==> src/rtl/lector_tarjeta.sv <==
// Card reader front end: debounces card insertion, shifts in the serial card number, hands it off and ejects the card.
// Latency: card number valid the cycle after the last accepted bit; every output is registered.
// Backpressure: none. The controller holds the block in ENTREGA until it raises fin.
// Ports: clk, reset (sync, active-low), sensor_tarjeta, dato_serial, bit_valido, fin ->
//        tarjeta_recibida, numero_tarjeta[NUM_BITS], expulsar_tarjeta, error_lectura (1-cycle pulse).
module lector_tarjeta #(
    parameter int DEBOUNCE_CYCLES = 4,
    parameter int NUM_BITS        = 16,
    parameter int TIMEOUT         = 32
) (
    input  logic                clk,
    input  logic                reset,
    input  logic                sensor_tarjeta,
    input  logic                dato_serial,
    input  logic                bit_valido,
    input  logic                fin,
    output logic                tarjeta_recibida,
    output logic [NUM_BITS-1:0] numero_tarjeta,
    output logic                expulsar_tarjeta,
    output logic                error_lectura
);

    localparam logic [2:0] ESPERA     = 3'd0;
    localparam logic [2:0] ANTIREBOTE = 3'd1;
    localparam logic [2:0] LECTURA    = 3'd2;
    localparam logic [2:0] ENTREGA    = 3'd3;
    localparam logic [2:0] EXPULSION  = 3'd4;

    // Each counter is wide enough to hold its terminal value itself.
    localparam int RW = $clog2(DEBOUNCE_CYCLES + 1);
    localparam int BW = $clog2(NUM_BITS + 1);
    localparam int TW = $clog2(TIMEOUT + 1);

    localparam logic [RW-1:0] REB_FIN = RW'(DEBOUNCE_CYCLES);
    localparam logic [BW-1:0] BIT_FIN = BW'(NUM_BITS);
    localparam logic [TW-1:0] INA_FIN = TW'(TIMEOUT);

    logic [2:0]    estado;
    logic [RW-1:0] cnt_rebote;
    logic [BW-1:0] cnt_bits;
    logic [TW-1:0] cnt_inactivo;

    // Incremented copies used to detect the terminal count on the same edge
    // that would reach it. The counters never sit at their terminal value,
    // so these cannot wrap.
    logic [RW-1:0] rebote_sig;
    logic [BW-1:0] bits_sig;
    logic [TW-1:0] inactivo_sig;

    assign rebote_sig   = cnt_rebote + 1'b1;
    assign bits_sig     = cnt_bits + 1'b1;
    assign inactivo_sig = cnt_inactivo + 1'b1;

    always_ff @(posedge clk) begin
        if (!reset) begin
            estado           <= ESPERA;
            cnt_rebote       <= '0;
            cnt_bits         <= '0;
            cnt_inactivo     <= '0;
            numero_tarjeta   <= '0;
            tarjeta_recibida <= 1'b0;
            expulsar_tarjeta <= 1'b0;
            error_lectura    <= 1'b0;
        end else begin
            // Default low so an error can only ever last one cycle.
            error_lectura <= 1'b0;
            case (estado)
                ESPERA: begin
                    if (sensor_tarjeta) begin
                        estado     <= ANTIREBOTE;
                        cnt_rebote <= RW'(1);
                    end
                end

                ANTIREBOTE: begin
                    if (!sensor_tarjeta) begin
                        // Bounce: silently start over.
                        estado     <= ESPERA;
                        cnt_rebote <= '0;
                    end else if (rebote_sig >= REB_FIN) begin
                        estado         <= LECTURA;
                        cnt_rebote     <= '0;
                        cnt_bits       <= '0;
                        cnt_inactivo   <= '0;
                        numero_tarjeta <= '0;
                    end else begin
                        cnt_rebote <= rebote_sig;
                    end
                end

                LECTURA: begin
                    if (!sensor_tarjeta) begin
                        // Card pulled mid-read wins over a coincident bit.
                        estado         <= ESPERA;
                        error_lectura  <= 1'b1;
                        cnt_bits       <= '0;
                        cnt_inactivo   <= '0;
                        numero_tarjeta <= '0;
                    end else if (bit_valido) begin
                        numero_tarjeta <= {numero_tarjeta[NUM_BITS-2:0], dato_serial};
                        cnt_inactivo   <= '0;
                        if (bits_sig == BIT_FIN) begin
                            estado           <= ENTREGA;
                            cnt_bits         <= '0;
                            tarjeta_recibida <= 1'b1;
                        end else begin
                            cnt_bits <= bits_sig;
                        end
                    end else if (inactivo_sig == INA_FIN) begin
                        estado           <= EXPULSION;
                        error_lectura    <= 1'b1;
                        expulsar_tarjeta <= 1'b1;
                        cnt_bits         <= '0;
                        cnt_inactivo     <= '0;
                    end else begin
                        cnt_inactivo <= inactivo_sig;
                    end
                end

                ENTREGA: begin
                    // A finished transaction takes precedence: the card is
                    // ejected and the sensor check moves to EXPULSION.
                    if (fin) begin
                        estado           <= EXPULSION;
                        tarjeta_recibida <= 1'b0;
                        expulsar_tarjeta <= 1'b1;
                    end else if (!sensor_tarjeta) begin
                        estado           <= ESPERA;
                        tarjeta_recibida <= 1'b0;
                        error_lectura    <= 1'b1;
                    end
                end

                EXPULSION: begin
                    if (!sensor_tarjeta) begin
                        estado           <= ESPERA;
                        expulsar_tarjeta <= 1'b0;
                    end
                end

                default: begin
                    estado           <= ESPERA;
                    tarjeta_recibida <= 1'b0;
                    expulsar_tarjeta <= 1'b0;
                end
            endcase
        end
    end

endmodule

==> config.mk <==
export PLATFORM = sky130hd
export DESIGN_NAME = lector_tarjeta
export DESIGN_NICKNAME = d
export VERILOG_FILES = /design/src/rtl/lector_tarjeta.sv
export SDC_FILE = /design/constraint.sdc
export NUM_CORES = 1
export LEC_CHECK = 0
export ABC_AREA = 1
export CORE_UTILIZATION = 58
export DETAILED_ROUTE_END_ITERATION = 12
export GPL_TIMING_DRIVEN = 0
export HOLD_SLACK_MARGIN = 0.06
export PLACE_DENSITY_LB_ADDON = 0.2
export SETUP_SLACK_MARGIN = 0.5
export SYNTH_ARGS = -nofsm -noshare
export SYNTH_HDL_FRONTEND = slang
export SYNTH_SLANG_ARGS = --single-unit
==> constraint.sdc <==
create_clock -name clk -period 2.4 [get_ports clk]
set_input_delay 0.48 -clock clk [delete_from_list [all_inputs] [get_ports clk]]
set_output_delay 0.48 -clock clk [all_outputs]
set_load 0.01 [all_outputs]
==> impl_metrics.yaml <==
status:
  outcome: "finished clean"
grt:
  grt_util_met2_pct: 38.20
  track_usage_pct: 24.01
  grt_pass1_wl_um: 6458
  antenna_found_initial: 0
  grt-ovfl-total: 0
  grt_pass1_vias: 1491
  use_met3_pct: 4.585
  grt_max_degree: 12
  grt_busiest_layer: "met2"
  met1_usage_pct: 33.33
sta:
  slew_headroom_pct: 63.07
  slew_violations: 0
  post-route-period-util_pct: 74.11
  rsz0062_at_grt: "no"
  hold_ws_ps: 469.8
  worst_slack_ps: 621.3
  setup_tns_ps: 0
  period_needed_ps: 1779
  skew_ps: 5.406
  worst_slew_pin_slew_ps: 553.9
  finalHoldViolCount: 0
  fmax_mhz: 562.2
  setup_violations: 0
routing:
  drt_pre_antenna_iters: 4
  drtIter0Drc: 109
  wirelength_um: 3829
  drt-wirelength-per-cell_um: 11.46
  viasPerCell: 5.213
  vias: 1741
  ant_nets: 0
  drc: 0
logic_synthesis:
  seq_area_frac_synth_pct: 37.80
  synth_nets: 267
  ys_ff_latch: 36
  avgSynthCellArea_um2: 7.391
  ys_warn_count: 0
  synthCells: 258
  synth_area_leaders: "dfxtp_1, nand2_1, nand3_1"
  yosysTopAreaCellShare_pct: 37.80
  netlist-cell-type-count: 29
  synth_top_cell_by_area: "dfxtp_1"
  syn_area_um2: 1907
pwr:
  p_seq_share_pct: 40.6
  switching_share_pct: 38.99
  powerDensity_nw_per_um2: 839.4
  power_frac_clock_pct: 21.9
  internal-power_mw: 1.175
  p_comb_share_pct: 37.5
  total_power_mw: 1.925
  ir_drop_v: 0.0005734
  p_leak_nw: 0.9335
  power_switching_mw: 0.7506
placed_design:
  finalWeightedCongestion: 0.9266
  post-dp-hpwl_um: 2819
  numPortBuffers: 24
  place_ws_ps: 278.8
cts:
  clk_latency_ps: 330
  cts_setup_buffers: 0
  cts_sinks: 36
  cts.path.max_buffers: 2
  clk_pin_slew_ps: 110
  cts_tree: "done"
  cts_inserted_buffers: 5
  htreeDepth: 2
  cts_root_buffer: "clkbuf_4"
floorplanning:
  rows: 20
  ioPinCount: 25
  die_area_um2: 3521
  core_um2: 3078
  die_h_um: 59.34
  die_w_um: 59.34
  start_util_pct: 61.95
worst_setup_path:
  end_kind: "flop"
  critPathLaunch: "sensor_tarjeta"
  start_kind: "input pin"
  worstSetupPathType: "in -> reg"
  arrival_ps: 1990
  critPathRequiredTime_ps: 2620
  r2r_slack_ps: 710
  reg2reg_from: "cnt_inactivo[0]"
  path_max_fanout: 10
finish:
  n_fill_cell: 236
  final_cell_mix: "nand2_1, dfxtp_1, nand3_1"
  drive_gt1_share_pct: 18.62
  post-route-util_pct: 74.51
  diodes: 0
  syn_to_final_growth_pct: 20.28
  nNetsFinal: 298
  final_common_cell: "nand2_1"
min_path:
  hp-class: "reg -> reg"
  hp-start: "expulsar_tarjeta"
run:
  cap_violations: 0
[metal layers]
metal  vias up  share of wire [%]
met5         -                  0
met4         0               0.86
met3         4                4.4
met2        47                 45
met1       788                 50
li1        902                  -
[critical path, stage by stage]
cell	delay [ps]
clkdlybuf4s50_1	560
inv_2	150
nand2_1	140
nand2_4	110
nor2_8	210
nor2_8	70
buf_12	160
nand2_2	50
o21ai_2	40
[cell usage after synthesis (all sizes together)]
cell type and number:
ha 3, xor2 1, a211oi 1, xnor2 1, clkinv 1, nand2 78, nor2 28, or2 1
clkbuf 2, o21ai 25, dfxtp 36, o2111a 1, nand3 29, a21oi 15, nand3b 2, nand4 4
nor3 3, inv 23, buf 4
[power groups by stage]
stage / Combinational (mW) / Sequential (mW) / Clock (mW)
after global placement: 0.702 / 0.785 / 0
after floorplan: 0.565 / 0.775 / 0
after CTS: 0.721 / 0.775 / 0.428
after global routing: 0.819 / 0.792 / 0.455
final: 0.722 / 0.781 / 0.422
after detailed placement: 0.717 / 0.787 / 0
[cell families after synthesis]
group                      count (synthesis)  synth area share [%]
and+or+nand+nor                          145                 38.19
AOI/OAI and AO/OA                         42                 13.45
DFF                                       36                 37.80
buffers and inverters                     30                 7.677
adders and majority gates                  3                 1.969
xor gates and xnor gates                   2                0.9188
[sequential cells by signal, indices dropped and copies added (netlist names)]
name	count
numero_tarjeta	16
tarjeta_recibida	1
cnt_rebote	3
error_lectura	1
cnt_inactivo	6
expulsar_tarjeta	1
estado	3
cnt_bits	5
[final cells by class]
class | instances | area [um2] | area share (%)
Buffer | 6 | 55.05 | 2.400
Timing Repair Buffer | 24 | 240.2 | 10.47
Inverter | 24 | 91.34 | 3.983
Multi-Input combinational cell | 192 | 1050 | 45.77
Clock inverter | 2 | 35.03 | 1.528
Clock buffer | 6 | 41.29 | 1.800
Sequential cell | 36 | 725.7 | 31.64
Tap cell | 44 | 55.05 | 2.400
[stage by stage]
| stage | cells | instance area [um2] |
|---|---|---|
| 2_1_floorplan | 258 | 1907 |
| 3_3_place_gp | 326 | 2202 |
| 3_5_place_dp | 326 | 2202 |
| 4_1_cts | 334 | 2278 |
| 5_1_grt | 334 | 2293 |
| 6_report | 334 | 2293 |
[path summary, 6_finish.rpt]
kind                            depth (start not counted)                 end
worst max-delay path                                    9  numero_tarjeta[13]
worst min-delay path                                    2    expulsar_tarjeta
worst max register to register                         12         cnt_bits[3]
worst min register to register                          2    expulsar_tarjeta
[timing repair]
action                     4_1_cts  5_1_grt
gates resized for setup          0        5
setup endpoints to repair        0       10
hold buffers                     0        0
Power figures use the tool's default switching activity.
